--- src/rtl/fft_dma_reader.sv ---
// fft_dma_reader: drains an FFT result frame over the DMA read port
// and forwards the bins as a valid/ready stream with the frame exponent.
module fft_dma_reader #(
    parameter int FFT_LENGTH = 1024,
    parameter int FFT_DW     = 16,
    parameter int FFT_N      = $clog2(FFT_LENGTH),
    parameter int OUT_BINS   = FFT_LENGTH / 2
) (
    input  logic              clk,
    input  logic              rst_n,
    input  logic              done,
    input  logic [7:0]        bfpexp,
    output logic              fin,
    output logic              dmaact,
    output logic [FFT_N-1:0]  dmaa,
    input  logic [FFT_DW-1:0] dmadr_real,
    input  logic [FFT_DW-1:0] dmadr_imag,
    output logic              m_valid,
    input  logic              m_ready,
    output logic [FFT_N-1:0]  m_index,
    output logic [FFT_DW-1:0] m_real,
    output logic [FFT_DW-1:0] m_imag,
    output logic [7:0]        m_exp,
    output logic              m_last,
    output logic              busy,
    output logic              abort
);

    localparam int CW = FFT_N + 1;
    localparam logic [CW-1:0] LAST = CW'(OUT_BINS - 1);

    typedef enum logic [2:0] {
        IDLE,
        READ,
        DRAIN,
        FIN,
        WAIT_LOW
    } state_t;

    state_t state_q, state_d;

    logic [CW-1:0]     rd_cnt;
    logic [CW-1:0]     issue_addr;
    logic              issue;
    logic              rvalid;
    logic [FFT_N-1:0]  ridx;

    logic [FFT_N-1:0]  f_idx [2];
    logic [FFT_DW-1:0] f_re  [2];
    logic [FFT_DW-1:0] f_im  [2];
    logic              wr_ptr, rd_ptr;
    logic [1:0]        cnt, cnt_next;
    logic              pop, push_store, pop_store, credit_ok, stored;

    // Head of the stream: stored entries first, else the beat landing now.
    assign stored  = (cnt != 2'd0);
    assign m_valid = stored || rvalid;
    assign m_index = stored ? f_idx[rd_ptr] : (rvalid ? ridx : '0);
    assign m_real  = stored ? f_re[rd_ptr] : (rvalid ? dmadr_real : '0);
    assign m_imag  = stored ? f_im[rd_ptr] : (rvalid ? dmadr_imag : '0);
    assign m_last  = m_valid && (m_index == LAST[FFT_N-1:0]);

    assign fin   = (state_q == FIN);
    assign busy  = (state_q != IDLE);
    assign abort = ((state_q == READ) || (state_q == DRAIN)) && !done;

    assign pop        = m_valid && m_ready && !abort;
    assign push_store = rvalid && !(!stored && pop);
    assign pop_store  = pop && stored;
    assign cnt_next   = cnt + {1'b0, push_store} - {1'b0, pop_store};
    assign credit_ok  = ({1'b0, cnt_next} + {2'b00, dmaact}) < 3'd2;

    always_ff @(posedge clk or negedge rst_n) begin
        if (!rst_n) begin
            state_q <= IDLE;
        end else begin
            state_q <= state_d;
        end
    end

    always_comb begin
        state_d    = state_q;
        issue      = 1'b0;
        issue_addr = rd_cnt;
        unique case (state_q)
            IDLE: begin
                if (done) begin
                    issue      = 1'b1;
                    issue_addr = '0;
                    state_d    = (LAST == '0) ? DRAIN : READ;
                end
            end
            READ: begin
                if (!done) begin
                    state_d = IDLE;
                end else if (credit_ok) begin
                    issue = 1'b1;
                    if (rd_cnt == LAST) state_d = DRAIN;
                end
            end
            DRAIN: begin
                if (!done) begin
                    state_d = IDLE;
                end else if (cnt_next == 2'd0 && !dmaact) begin
                    state_d = FIN;
                end
            end
            FIN: state_d = WAIT_LOW;
            WAIT_LOW: begin
                if (!done) state_d = IDLE;
            end
            default: state_d = IDLE;
        endcase
    end

    always_ff @(posedge clk or negedge rst_n) begin
        if (!rst_n) begin
            dmaact <= 1'b0;
            dmaa   <= '0;
            rd_cnt <= '0;
            m_exp  <= '0;
            ridx   <= '0;
            rvalid <= 1'b0;
            cnt    <= 2'd0;
            wr_ptr <= 1'b0;
            rd_ptr <= 1'b0;
        end else begin
            dmaact <= issue;
            if (issue) begin
                dmaa   <= issue_addr[FFT_N-1:0];
                rd_cnt <= issue_addr + CW'(1);
            end
            if (state_q == IDLE && done) m_exp <= bfpexp;
            ridx <= dmaa;
            // Abort drops buffered beats and the read still in flight.
            if (abort) begin
                rvalid <= 1'b0;
                cnt    <= 2'd0;
                wr_ptr <= 1'b0;
                rd_ptr <= 1'b0;
            end else begin
                rvalid <= dmaact;
                cnt    <= cnt_next;
                if (push_store) wr_ptr <= ~wr_ptr;
                if (pop_store)  rd_ptr <= ~rd_ptr;
            end
        end
    end

    always_ff @(posedge clk) begin
        if (push_store && !abort) begin
            f_idx[wr_ptr] <= ridx;
            f_re[wr_ptr]  <= dmadr_real;
            f_im[wr_ptr]  <= dmadr_imag;
        end
    end

endmodule

--- config.mk ---
export PLATFORM = sky130hd
export DESIGN_NAME = fft_dma_reader
export DESIGN_NICKNAME = d
export VERILOG_FILES = /design/src/rtl/fft_dma_reader.sv
export SDC_FILE = /design/constraint.sdc
export NUM_CORES = 1
export LEC_CHECK = 0
export CORE_MARGIN = 2
export CORE_UTILIZATION = 50
export CTS_BUF_LIST = sky130_fd_sc_hd__clkbuf_16
export DETAILED_ROUTE_END_ITERATION = 8
export DONT_BUFFER_PORTS = 1
export PLACE_DENSITY_LB_ADDON = 0.3
export RECOVER_POWER = 25
export SLEW_MARGIN = 20
export SYNTH_ARGS = -nofsm -noshare
export SYNTH_HDL_FRONTEND = slang
export SYNTH_SLANG_ARGS = --single-unit
--- constraint.sdc ---
create_clock -name clk -period 5.2 [get_ports clk]
set_input_delay 1.04 -clock clk [delete_from_list [all_inputs] [get_ports clk]]
set_output_delay 1.04 -clock clk [all_outputs]
set_load 0.05 [all_outputs]
==> impl_metrics.yaml, run 1 <==
run_status:
  status: "completed"
global_routing:
  overflow: 0
  met3_usage_pct: 6.64
  grt_max_degree: 86
  grtUsageMet2_pct: 32.0
  grt_busiest_layer: "met2"
  antenna_found_initial: 0
  grt_use_total_pct: 18.8
  use_met1_pct: 22.4
  grt_pass1_vias: 3467
  grt_first_pass_wirelength_um: 16900
drt:
  vias: 3486
  vias_per_cell: 5.84
  drtIter0Drc: 154
  avgRoutedWirePerCell_um: 18.2
  drt-total-wl_um: 10800
  postRouteAntennaNets: 0
  dr.pass1.iters: 5
  drt_drc_violations_left: 0
pwr:
  power.leakage_nw: 2.32
  peakVddDrop_v: 0.000307
  power.total_mw: 4.05
  powerDensity_mw_per_mm2: 646
sta:
  max_freq_mhz: 257
  hold_violations: 0
  rsz0062_at_grt: "false"
  tightest_slew_ns: 1.10
  relSlewSlack_pct: 26.3
  fin_crit_ns: 3.90
  setup_slack_ns: 1.30
  whs_ns: 0.322
  finalMaxSlewViolations: 0
  finClkSkew_ns: 0.00946
  setup_tns_ns: 0
  setup_viol: 0
  fin_crit_sh_pct: 74.9
yosys:
  synth-main-ff-cell: "edfxtp_1"
  synth_area_mm2: 0.00555
  synthesis.nets: 491
  synth_edf_count: 84
  synth_cells: 444
  synthArstFlopShare_pct: 36.4
  yosysWarnings: 0
  seq_area_frac_synth_pct: 67.1
  syn_area_per_cell_um2: 12.5
  synth-seq-cells: 132
  ys_types: 41
layout:
  fin_cells: 597
  final_nets: 491
  antenna_cells: 0
  area_growth_pct: 13.0
  layout_common_cells: "edfxtp_1 (84), nand2_1 (52), dfrtp_1 (47)"
  final_common_cell: "edfxtp_1"
  drive_gt1_share_pct: 11.2
  fillers: 870
floorplan:
  start_util_pct: 51.2
  io-pin-count: 110
  die-area_mm2: 0.0120
  die_w_um: 109
  core_mm2: 0.0108
  rows: 38
  die_h_um: 109
clock_network:
  clock-sinks: 132
  cts_tree: "yes"
  cts_max_level: 4
  cts_root_buf: "clkbuf_16"
  cts_buffers: 17
  cts_setup_buffers: 0
  post_cts_resized: 0
  clockBufferDepth: 2
  cts_hold_buf: 0
  path_clk_slew_ns: 0.06
  clock_latency_ns: 0.41
worst_setup_path:
  cp_data_required_time_ns: 5.52
  setup.worst_path.start: "state_q[1]"
  endpoint_kind: "register"
  reg2reg_setup_slack_ns: 1.30
  cp_data_arrival_time_ns: 4.22
  regToRegEndpoint: "rd_cnt[9]"
  worstReg2RegStart: "state_q[1]"
  crit_type: "reg2reg"
  worst-path-max-fanout: 14
  crit_path_start_kind: "register"
  worstRegToRegCells: 10
  cpPeakStageDelay_ns: 0.70
  path_cells: "xnor2_1 > nor3_4 > o21ai_1 > ha_1 > inv_1 > ha_1 > a21boi_2 > nand3_2 > or4_1 > a21oi_1"
  slowest_stage: "nor3_4"
  crit_top_cell: "ha_1"
placement:
  portBuffers: 0
  dp.cells: 565
  post-place-ws_ns: 0.922
  hpwlAfterDp_um: 6990
  gp_congestion: 0.789
run:
  drv_cap: 0
worst_hold_path:
  hold_class: "in2async"
[logic make-up after synthesis]
family / after synthesis / synth area share [%]
AOI/OAI and AO/OA: 83 / 8.23
buffers and inverters: 31 / 2.19
and+or+nand+nor: 150 / 13.5
adders and majority gates: 3 / 0.676
xor gates and xnor gates: 4 / 0.902
DFF: 132 / 67.1
muxes: 41 / 7.39
[through the flow]
stage	area [µm²]	util, %
2_1_floorplan	5560	-
3_3_place_gp	5710	52.7
3_5_place_dp	5710	52.7
4_1_cts	6270	57.9
5_1_grt	6270	57.9
6_report	6270	57.9
[state kept, by name (all words and copies together), names as in the netlist]
name	count
cnt	2
dmaa	10
dmaact	1
f_idx	20
f_im	32
f_re	32
m_exp	8
rd_cnt	11
rd_ptr	1
ridx	10
rvalid	1
state_q	3
wr_ptr	1
[final cells by class]
class | count | area [µm²] | share of cell area [%]
clock inverter | 15 | 140 | 2.23
timing repair buffer | 6 | 45.0 | 0.718
tap | 140 | 175 | 2.79
inverter | 6 | 22.5 | 0.359
clock buffer | 17 | 425 | 6.78
multi-input combinational | 281 | 1740 | 27.7
sequential | 132 | 3720 | 59.4
[Yosys cell counts (5+ instances only)]
library cell	n	area share (%)
nand2_1	52	3.5
nor2_1	12	0.81
edfxtp_1	84	45
mux2i_1	41	7.4
o21ai_0	48	4.3
nor3_1	5	0.45
inv_1	6	0.41
clkbuf_1	14	0.95
nand3_1	45	4.1
or3_1	8	0.90
buf_1	7	0.47
a21oi_1	21	1.9
dfrtp_1	48	22
nand4_1	6	0.68
[how the worst max path moves through the flow]
stage / end / slack (ns)
5_1_grt: rd_cnt[9] / 1.08
3_3_place_gp: rd_cnt[9] / 1.08
2_1_floorplan: f_idx[0][0] / 1.01
4_1_cts: rd_cnt[9] / 1.29
6_report: rd_cnt[9] / 1.30
3_5_place_dp: rd_cnt[9] / 0.92
[metal layers]
layer / vias up / part of all wire [%]
met1: 1715 / 41
met5: - / 0
met2: 119 / 51
met3: 10 / 6.4
li1: 1642 / -
met4: 0 / 0.84
[critical path: cells and delay by family, from the launching register on]
family | cells | cell delay, ns
AOI/OAI and AO/OA | 3 | 0.82
and+or+nand+nor | 3 | 1.58
DFF | 1 | 0.48
xor gates and xnor gates | 1 | 0.20
adders and majority gates | 2 | 0.69
buffers and inverters | 1 | 0.04
[power by group]
group	switching [mW]	leakage, nW	internal (mW)
sequential	0.231	1.41	1.29
combinational	1.14	0.647	0.267
clock	0.428	0.268	0.698
total	1.80	2.32	2.26
(Power assumes the default switching activity.)
==> inputs of run 2 (changes only) <==
- clock period: 5.2 -> 3.6 ns (I/O delays scaled with it)
==> impl_metrics.yaml, run 2 (synthesis results as in run 1) <==
run_status:
  status: "complete, but fails checks"
  failed_checks: "capacitance limit, slew limit"
worst_setup_path:
  path_cells: "xnor2_1 > nor3_4 > o21ai_1 > ha_1 > inv_1 > ha_1 > a21boi_2 > nand3_2 > or4_1 > a21oi_1"
  crit_top_cell: "ha_1"
  worstReg2RegStart: "state_q[1]"
  cp_data_arrival_time_ns: 3.60
  slowest_stage: "or4_1"
  cpPeakStageDelay_ns: 0.58
  crit_path_start_kind: "register"
  setup.worst_path.start: "state_q[1]"
  cp_data_required_time_ns: 3.94
  crit_type: "reg2reg"
  endpoint_kind: "register"
  worst-path-max-fanout: 14
floorplan:
  core_mm2: 0.0108
  io-pin-count: 110
  rows: 38
  start_util_pct: 51.2
  die_h_um: 109
  die_w_um: 109
  die-area_mm2: 0.0120
sta:
  rsz0062_at_grt: "false"
  fin_crit_ns: 3.27
  finalMaxSlewViolations: 49
  finClkSkew_ns: 0.00776
  tightest_slew_ns: 2.49
  relSlewSlack_pct: -66.1
  fin_crit_sh_pct: 90.7
  max_freq_mhz: 306
  setup_tns_ns: 0
  setup_viol: 0
  hold_violations: 0
clock_network:
  cts_max_level: 4
  cts_buffers: 17
  cts_setup_buffers: 0
  clock-sinks: 132
  path_clk_slew_ns: 0.06
  post_cts_resized: 0
  cts_tree: "yes"
  clockBufferDepth: 2
  clock_latency_ns: 0.41
  cts_root_buf: "clkbuf_16"
  cts_hold_buf: 1
layout:
  area_growth_pct: 17.7
  fillers: 864
  fin_area_mm2: 0.00653
  final_nets: 525
  multiInputGateArea_mm2: 0.00174
  reg_top3: "f_im x32, f_re x32, f_idx x20"
  drive_gt1_share_pct: 17.1
  layout_common_cells: "edfxtp_1 (84), nand2_1 (52), dfrtp_1 (47)"
  ff_latch_area_mm2: 0.00372
  final_common_cell: "edfxtp_1"
  antenna_cells: 0
drt:
  postRouteAntennaNets: 0
  vias: 3537
  drtIter0Drc: 220
  drt_drc_violations_left: 0
  dr.pass1.iters: 4
  avgRoutedWirePerCell_um: 17.3
  vias_per_cell: 5.61
  drt-total-wl_um: 10900
global_routing:
  antenna_found_initial: 0
  grt_pass1_vias: 3396
  overflow: 0
  grt_use_total_pct: 18.8
  grt_first_pass_wirelength_um: 16800
  grt_max_degree: 86
pwr:
  powerDensity_mw_per_mm2: 942
  seq_power_share_pct: 35.6
  pwr-share-clk_pct: 26.5
  p_comb_share_pct: 37.9
  power.leakage_nw: 2.51
  peakVddDrop_v: 0.000477
  switching_share_pct: 43.5
  internal_power_mw: 3.48
  total_switching_power_mw: 2.68
placement:
  placed_area_mm2: 0.00596
  hpwlAfterDp_um: 7000
  gp_congestion: 0.755
  portBuffers: 0
worst_hold_path:
  hold_start: "dmadr_real[14]"
  hold_class: "in2reg"
run:
  drv_cap: 1
## run 2: cell count changes in the layout (fill, tap and decap cells not counted), moves of 2 or more
cell and change:
inv_4 +3, buf_4 +33, clkinv_4 +3, clkinvlp_4 -4
inv_6 +2, clkinv_2 -4
## run 2: power by group through the flow
stage	Clock, mW	Sequential, mW	Combinational (mW)
after detailed placement	0	2.22	2.34
after global placement	0	2.21	2.32
after global routing	1.74	2.22	2.48
final	1.63	2.19	2.33
after CTS	1.67	2.19	2.36
after floorplan	0	2.12	1.84
## run 2: path summary, 6_finish.rpt
kind	to	slack (ns)	cells after the start
worst max-delay path	rd_cnt[9]	0.33	10
worst min-delay path	f_re[1][14]	0.41	0
worst max register to register	rd_cnt[9]	0.33	10
worst min register to register	f_idx[0][5]	0.51	0
max in group asynchronous	rd_ptr	0.91	1
min in group asynchronous	dmaa[1]	1.07	1
## run 2: worst max-delay path: cells and delay by family (launching register included)
| kind | cells | cell delay, ns |
|---|---|---|
| buffers and inverters | 1 | 0.06 |
| flip-flops | 1 | 0.46 |
| AND/OR/NAND/NOR | 3 | 0.95 |
| adder cells (fa/ha/maj) | 2 | 0.58 |
| XOR/XNOR | 1 | 0.29 |
| AO/OA/AOI/OAI | 3 | 0.84 |
## run 2: cell type report
type / count / share of cell area, %
Sequential cell: 132 / 57.0
Multi-Input combinational cell: 281 / 26.6
Clock buffer: 18 / 6.90
Timing Repair Buffer: 40 / 4.54
Tap cell: 140 / 2.68
Clock inverter: 14 / 1.88
Inverter: 6 / 0.345
## run 2: metrics by stage
stage | total power [mW] | std cells | utilization, % | setup WS [ns] | hold WS [ns]
2_1_floorplan | 3.97 | 444 | - | 0.189 | 0.424
3_3_place_gp | 4.53 | 598 | 54.9 | 0.483 | 0.426
4_1_cts | 6.22 | 631 | 60.5 | 0.314 | 0.145
3_5_place_dp | 4.56 | 598 | 54.9 | 0.327 | 0.426
5_1_grt | 6.44 | 631 | 60.3 | 0.0999 | 0.382
6_report | 6.15 | 631 | 60.3 | 0.333 | 0.408
## run 2: per-layer routing
| layer | GRT usage, % | wire [µm] | vias up |
|---|---|---|---|
| met1 | 23.4 | 4680 | 1718 |
| met3 | 4.98 | 568 | 15 |
| met2 | 31.2 | 5510 | 94 |
| li1 | - | - | 1710 |
| met5 | 0 | 0 | - |
| met4 | 7.78 | 154 | 0 |
==> inputs of run 3 (changes only) <==
- SLEW_MARGIN: 20 -> 0
==> results of run 3 <==
Same layout as run 2: the final DEF is identical, and so are final timing and power.
